===== src/rtl/dmem_arbiter.sv =====
`default_nettype none
// ============================================================================
// Module   : dmem_arbiter
// Purpose  : Shares a single-port 512x32 data RAM (combinational read, write
//            on the rising edge) between the core load/store port (0) and the
//            program/debug loader port (1). Round-robin arbitration with a
//            bounded burst. Read data returns on a registered path one cycle
//            after the grant.
// Ports    : clk, rst                 - clock, async active-high reset
//            req/we/addr/wdata{0,1}   - requester inputs
//            gnt{0,1}                 - combinational grant (access this cycle)
//            rvalid/rdata{0,1}        - registered read return
//            ram_read/write/addr/wdata, ram_rdata - RAM side
// Revision : 1.0 - initial release
// ============================================================================
module dmem_arbiter #(
    parameter int ADDR_W = 9,
    parameter int BURST  = 4
) (
    input  logic              clk,
    input  logic              rst,
    input  logic              req0,
    input  logic              we0,
    input  logic [ADDR_W-1:0] addr0,
    input  logic [31:0]       wdata0,
    input  logic              req1,
    input  logic              we1,
    input  logic [ADDR_W-1:0] addr1,
    input  logic [31:0]       wdata1,
    output logic              gnt0,
    output logic              gnt1,
    output logic              rvalid0,
    output logic              rvalid1,
    output logic [31:0]       rdata0,
    output logic [31:0]       rdata1,
    output logic              ram_read,
    output logic              ram_write,
    output logic [ADDR_W-1:0] ram_addr,
    output logic [31:0]       ram_wdata,
    input  logic [31:0]       ram_rdata
);

    localparam int CNT_W = $clog2(BURST) + 1;
    localparam logic [CNT_W-1:0] c_BURST = CNT_W'(BURST);
    localparam logic [CNT_W-1:0] c_ONE   = CNT_W'(1);

    typedef enum logic [1:0] {
        S_IDLE = 2'd0,
        S_OWN0 = 2'd1,
        S_OWN1 = 2'd2
    } state_t;

    state_t           r_fsm_q;
    state_t           w_fsm_d;
    logic [CNT_W-1:0] r_cnt_q;
    logic [CNT_W-1:0] w_cnt_d;
    logic             r_last_q;
    logic             w_last_d;
    logic             r_rvalid0_q;
    logic             w_rvalid0_d;
    logic             r_rvalid1_q;
    logic             w_rvalid1_d;
    logic [31:0]      r_rdata0_q;
    logic [31:0]      w_rdata0_d;
    logic [31:0]      r_rdata1_q;
    logic [31:0]      w_rdata1_d;

    logic             w_arb0;
    logic             w_arb1;
    logic             w_gnt0;
    logic             w_gnt1;
    logic [CNT_W-1:0] w_cnt_inc;

    // Saturating increment of the burst counter.
    assign w_cnt_inc = (r_cnt_q < c_BURST) ? (r_cnt_q + c_ONE) : c_BURST;

    // ------------------------------------------------------------------------
    // Arbitration: next state, counter, last-granted port and raw grants.
    // ------------------------------------------------------------------------
    always_comb begin
        w_fsm_d  = r_fsm_q;
        w_cnt_d  = r_cnt_q;
        w_last_d = r_last_q;
        w_arb0   = 1'b0;
        w_arb1   = 1'b0;
        case (r_fsm_q)
            S_IDLE: begin
                if (req0 && req1) begin
                    // Tie from idle: the port not granted most recently wins.
                    w_arb0 = r_last_q;
                    w_arb1 = ~r_last_q;
                end else begin
                    w_arb0 = req0;
                    w_arb1 = req1;
                end
                if (w_arb0) begin
                    w_fsm_d = S_OWN0;
                    w_cnt_d = c_ONE;
                end else if (w_arb1) begin
                    w_fsm_d = S_OWN1;
                    w_cnt_d = c_ONE;
                end
            end
            S_OWN0: begin
                if (req0 && ((r_cnt_q < c_BURST) || !req1)) begin
                    w_arb0  = 1'b1;
                    w_cnt_d = w_cnt_inc;
                end else if (req1) begin
                    w_arb1  = 1'b1;
                    w_fsm_d = S_OWN1;
                    w_cnt_d = c_ONE;
                end else begin
                    w_fsm_d = S_IDLE;
                    w_cnt_d = '0;
                end
            end
            S_OWN1: begin
                if (req1 && ((r_cnt_q < c_BURST) || !req0)) begin
                    w_arb1  = 1'b1;
                    w_cnt_d = w_cnt_inc;
                end else if (req0) begin
                    w_arb0  = 1'b1;
                    w_fsm_d = S_OWN0;
                    w_cnt_d = c_ONE;
                end else begin
                    w_fsm_d = S_IDLE;
                    w_cnt_d = '0;
                end
            end
            default: begin
                w_fsm_d = S_IDLE;
                w_cnt_d = '0;
            end
        endcase
        if (w_arb0) begin
            w_last_d = 1'b0;
        end else if (w_arb1) begin
            w_last_d = 1'b1;
        end
    end

    // Grants are combinational; suppress them while reset is asserted so the
    // RAM sees no access even mid-cycle.
    assign w_gnt0 = w_arb0 & ~rst;
    assign w_gnt1 = w_arb1 & ~rst;

    // ------------------------------------------------------------------------
    // RAM drive: muxed from the granted port, all zero with no grant.
    // ------------------------------------------------------------------------
    always_comb begin
        ram_read  = 1'b0;
        ram_write = 1'b0;
        ram_addr  = '0;
        ram_wdata = '0;
        if (w_gnt0) begin
            ram_read  = ~we0;
            ram_write = we0;
            ram_addr  = addr0;
            ram_wdata = we0 ? wdata0 : 32'h0;
        end else if (w_gnt1) begin
            ram_read  = ~we1;
            ram_write = we1;
            ram_addr  = addr1;
            ram_wdata = we1 ? wdata1 : 32'h0;
        end
    end

    // ------------------------------------------------------------------------
    // Read return path: capture on a granted read, rvalid pulses one cycle.
    // ------------------------------------------------------------------------
    always_comb begin
        w_rvalid0_d = w_gnt0 & ~we0;
        w_rvalid1_d = w_gnt1 & ~we1;
        w_rdata0_d  = w_rvalid0_d ? ram_rdata : r_rdata0_q;
        w_rdata1_d  = w_rvalid1_d ? ram_rdata : r_rdata1_q;
    end

    always_ff @(posedge clk or posedge rst) begin
        if (rst) begin
            r_fsm_q     <= S_IDLE;
            r_cnt_q     <= '0;
            r_last_q    <= 1'b1;
            r_rvalid0_q <= 1'b0;
            r_rvalid1_q <= 1'b0;
            r_rdata0_q  <= 32'h0;
            r_rdata1_q  <= 32'h0;
        end else begin
            r_fsm_q     <= w_fsm_d;
            r_cnt_q     <= w_cnt_d;
            r_last_q    <= w_last_d;
            r_rvalid0_q <= w_rvalid0_d;
            r_rvalid1_q <= w_rvalid1_d;
            r_rdata0_q  <= w_rdata0_d;
            r_rdata1_q  <= w_rdata1_d;
        end
    end

    assign gnt0    = w_gnt0;
    assign gnt1    = w_gnt1;
    assign rvalid0 = r_rvalid0_q;
    assign rvalid1 = r_rvalid1_q;
    assign rdata0  = r_rdata0_q;
    assign rdata1  = r_rdata1_q;

endmodule
`default_nettype wire

===== config.mk =====
export PLATFORM = sky130hd
export DESIGN_NAME = dmem_arbiter
export DESIGN_NICKNAME = d
export VERILOG_FILES = /design/src/rtl/dmem_arbiter.sv
export SDC_FILE = /design/constraint.sdc
export NUM_CORES = 1
export LEC_CHECK = 0
export BUFFER_PORTS_ARGS = -buffer_cell sky130_fd_sc_hd__clkbuf_2
export CAP_MARGIN = 15
export CORE_UTILIZATION = 42
export DETAILED_ROUTE_END_ITERATION = 12
export PLACE_DENSITY = 0.81
export SYNTH_ARGS = -nofsm -noshare
export SYNTH_HDL_FRONTEND = slang
export SYNTH_SLANG_ARGS = --single-unit
export TNS_END_PERCENT = 100

===== constraint.sdc =====
create_clock -name clk -period 4 [get_ports clk]
set_clock_uncertainty 0.2 [all_clocks]
set_input_delay 0 -clock clk [delete_from_list [all_inputs] [get_ports clk]]
set_output_delay 0 -clock clk [all_outputs]
set_load 0.01 [all_outputs]

# Word-level counts from Yosys, hierarchy flattened
# Index checks and enable logic that the tools add are counted.
# totals
mem_bits_ro,0
out_inout_bits,111
latchBits,0
input_bits,120
regBits,72
elab_cells,71
memories,0
ramBits,0
# classes
n_bitwise,8
n_mul,0
shift,0
reduce_logical,10
n_lt_le_gt_ge,1
div,0
add_sub_neg,1
mux,39
n_eq_ne,5
# op_table
cell,count
$mux 32,4
$mux 1,19
$mux 9,2
$mux 3,5
$mux 2,5
$pmux 3 s3,1
$pmux 1 s3,2
$pmux 2 s3,1
$and 1x1->1,4
$ne 2x2->1 const B,2
$not 1->1,4
$add 3x1->3 const B,1
$logic_and 1x1->1,3
$lt 3x3->1 const B,1
$ne 3x1->1 const B,1
$reduce_and 3->1,1
$eq 2x1->1 const B,1
$eq 2x2->1 const B,1
$logic_not 1->1,2
$logic_not 2->1,1
$logic_or 1x1->1,2
$reduce_bool 2->1,1

# Logic depth before layout (Yosys ltp)
# depth
depth_word,8
ltp_mapped,6

# Least setup slack after synthesis
# No wires, ideal clock.
# synth_path
path_kind,input to register
from,input rst
to,register r_rdata1_q[10] (netlist: rdata1[10])
required_time_ns,3.675
setup_time_ns,0.125
path_slack_ns,0.418
arrival_ns,3.257
cell_stages,5
path_cell_list,inv_1 > nand2_1 > a2111oi_4 > buf_6 > mux2_4
# synth_between
elab_chain_len,3
# synth_lines
item,line,text
"start, declared",21,"input logic rst,"
$not 1->1,145,assign w_gnt1 = w_arb1 & ~rst;
$and 1x1->1,145,
$and 1x1->1,173,w_rvalid1_d = w_gnt1 & ~we1;
"end signal, assigned",194,r_rdata1_q <= w_rdata1_d;
"end, declared",65,logic [31:0] r_rdata1_q;
# No other way between the ends.
# A chain may end at the register's enable or synchronous reset.

# Final worst setup path
# layout_path
from,register r_cnt_q[2]
to,output ram_addr[5]
# layout_between
elab_chain_len,8
word_cells_on_any_way,15
cone_classes,order compare (1); mux (8); bitwise (2); reduce/logical (4)
# layout_lines
item,line,text
"start, declared",55,logic [CNT_W-1:0] r_cnt_q;
"start signal, assigned",189,r_cnt_q <= w_cnt_d;
$lt 3x3->1 *,"105, 118",
"$logic_or 1x1->1, on equally long branches","118, 105",
"$logic_and 1x1->1, on equally long branches","118, 105",
"$mux 1, on equally long branches","118, 105",
$pmux 1 s3,86,case (r_fsm_q)
$and 1x1->1,145,
$mux 9,160,end else if (w_gnt1) begin
$mux 9 *,155,if (w_gnt0) begin
"end, declared",38,"output logic [ADDR_W-1:0] ram_addr,"
# Mark *: on every way between the ends. The rest lies on a longest branch, timed or not.

==> run summary <==
Status - complete, no violations
Post-Layout Cell Count - 611
Clk Latency, worst-skew pair - 0.34 ns
Predominant post-synthesis flop cell - dfrtp_1
N_diodes - 0
Hold crit path type - in -> out
Via density per instance - 5.11
Global route overflow - 0
Crit-path max FO - 11
CTS buffer count - 9
Global-route usage over all layers - 25.0%
Filler Cell Count - 603
Post-cts resize count - 0
Critical Path AT - 2.54 ns
Syn Std Cell Area - 0.00341 sq mm
CP Class - reg -> out
CP Data Required Time - 3.80 ns
Post-CTS Setup Bufs - 0
Commonest non-fill, non-tap cell in the layout - clkbuf_2
Initial Utilization - 43.7%
Max_slew headroom - 40.0%
Post-synth EDFFs - 0
Lkg Pwr - 2.72 nW
CTS Buffer Depth - 2
FP Rows - 32
VDD IR max - 0.388 mV
First DRT Iteration DRCs - 124
Synth unique cells - 36
CTS root buf - clkbuf_8
DR WL met2 - 5310 microns
Routed len/inst - 17.4 microns
Final hold violation count - 0
Core area - 0.00781 sq mm
Final setup fails - 0
Fin nets - 625
Fraction of layout cells with a size suffix above 1 - 64.4%
Sequential fraction of the synthesis area - 52.9%
Total power - 3.28 mW
Routed wl met3 - 730 microns
Post-Synthesis Cells - 236
Worst slew pin tran - 0.899 ns
Most frequent cells in the layout - 230 x clkbuf_2, 71 x dfrtp_1, 41 x a22o_1
Critical Path Source Type - register
Mapped Avg Cell Area - 14.4 sq um
Die height - 92.1 microns
Vias - 3120
# hold bufs at CTS - 38
Max-cap violations - 0
Post-synth top area cell - dfrtp_1
Post-synth top area share - 52.1%
I/O pin total - 231
Area contributors post-synth - dfrtp_1 52%, mux2_4 13%, mux2_2 12%
Top sig layer - met4
Drt first pass iters - 4
Fmax - 365 MHz
Pin count of the biggest net entering global routing - 73
RR Startpoint - r_cnt_q[2]
Die X - 92.1 microns
Die area - 0.00848 sq mm
Minimum clock period - 2.74 ns
Post-Route Setup TNS - 0 ns
CP Launch Point - r_cnt_q[2]
Routed WL - 10600 microns
Post-synth ARST share - 100%
DP Wirelength - 7620 microns
Vias in the first global route - 3208
CTS tree - built
ANT nets after route - 0
Net Count, Synth - 357
CTS sink cnt - 72
Hold path startpoint - wdata0[14]
H-tree levels - 3
Final worst setup slack - 1.26 ns
Area grow syn2layout - 54.2%
Synth Warn # - 0
Place WS - 1.53 ns
Worst hold slack - 0.102 ns
DRC viols - 0
Cells after DPL - 557
First-pass GRT wire length - 16200 microns
Tcrit/Tclk final - 68.5%
Final RePlAce weighted congestion - 0.817
Input/output buffers - 230
Seq cells post-synth - 72
RSZ-0062 raised after global routing - no
Max-slew violation count - 0
Met1 WL - 4430 microns
Clock transition at path regs - 0.07 ns
Power density over cell area - 623 mW/mm^2
Initial antenna violation count - 0
Crit. End Element - primary output
-- registers in the layout, summed over array words and instances (netlist names) --
register and flops:
rdata0 32, rdata1 32, r_cnt_q 3, r_fsm_q 2, r_last_q 1, rvalid0 1, rvalid1 1
-- logic make-up after synthesis --
logic type,share of synthesized area [%]
adder cells (fa/ha/maj),0.367
flip-flops,52.9
AO/OA/AOI/OAI,16.0
multiplexers,25.0
AND/OR/NAND/NOR,1.87
XOR/XNOR,0.257
buffers and inverters,3.63
-- final timing paths --
path,end,slack (ns),depth (start not counted)
worst max-delay path,ram_addr[5],1.26,5
worst min-delay path,ram_wdata[14],0.10,3
worst max register to register,rdata0[21],1.53,5
worst min register to register,rdata0[15],0.31,1
max in group asynchronous,rdata1[27],2.73,4
min in group asynchronous,rdata1[24],0.28,4
-- stage by stage --
step / instance area, sq um / utilization [%]
CTS: 5260 / 67.3
finish: 5260 / 67.3
global placement: 4650 / 59.6
global route: 5260 / 67.3
floorplan: 3410 / -
detailed placement: 4650 / 59.6
-- synth_stat cells (2+ instances only) --
master,n
o32ai_1,2
inv_1,5
buf_6,4
o21ba_2,2
a22o_1,41
dfrtp_1,71
nand2_1,4
o22ai_1,2
nor2_1,2
clkbuf_1,7
buf_2,6
a21oi_1,3
mux2_4,29
mux2_2,36
-- final cells by class --
class                           count  area [sq um]  share of cell area, %
Clock inverter                      7          96.3                   1.83
Sequential cell                    72          1800                   34.3
Tap cell                          102           128                   2.43
Timing Repair Buffer              274          1580                   30.0
Multi-Input combinational cell    141          1510                   28.6
Inverter                            6          22.5                  0.429
Clock buffer                        9           124                   2.36
-- where the power goes --
part           switching [mW]  internal [mW]
logic                   0.610          0.731
clock network           0.278          0.351
registers               0.229           1.08
-- layer usage --
layer / track usage, % / vias to the layer above
met5: 0 / -
met4: 7.81 / 0
met3: 6.88 / 17
met2: 42.3 / 150
met1: 31.0 / 1523
li1: - / 1430
-- worst max-delay path, cell delays in order, from the launching register on --
cell and delay [ns]:
dfrtp_1 0.51, mux2i_1 0.31, o221ai_1 0.31, nor2_1 0.65, a22o_1 0.28, clkbuf_2 0.14
No activity file was read; power rests on OpenSTA's default activity.
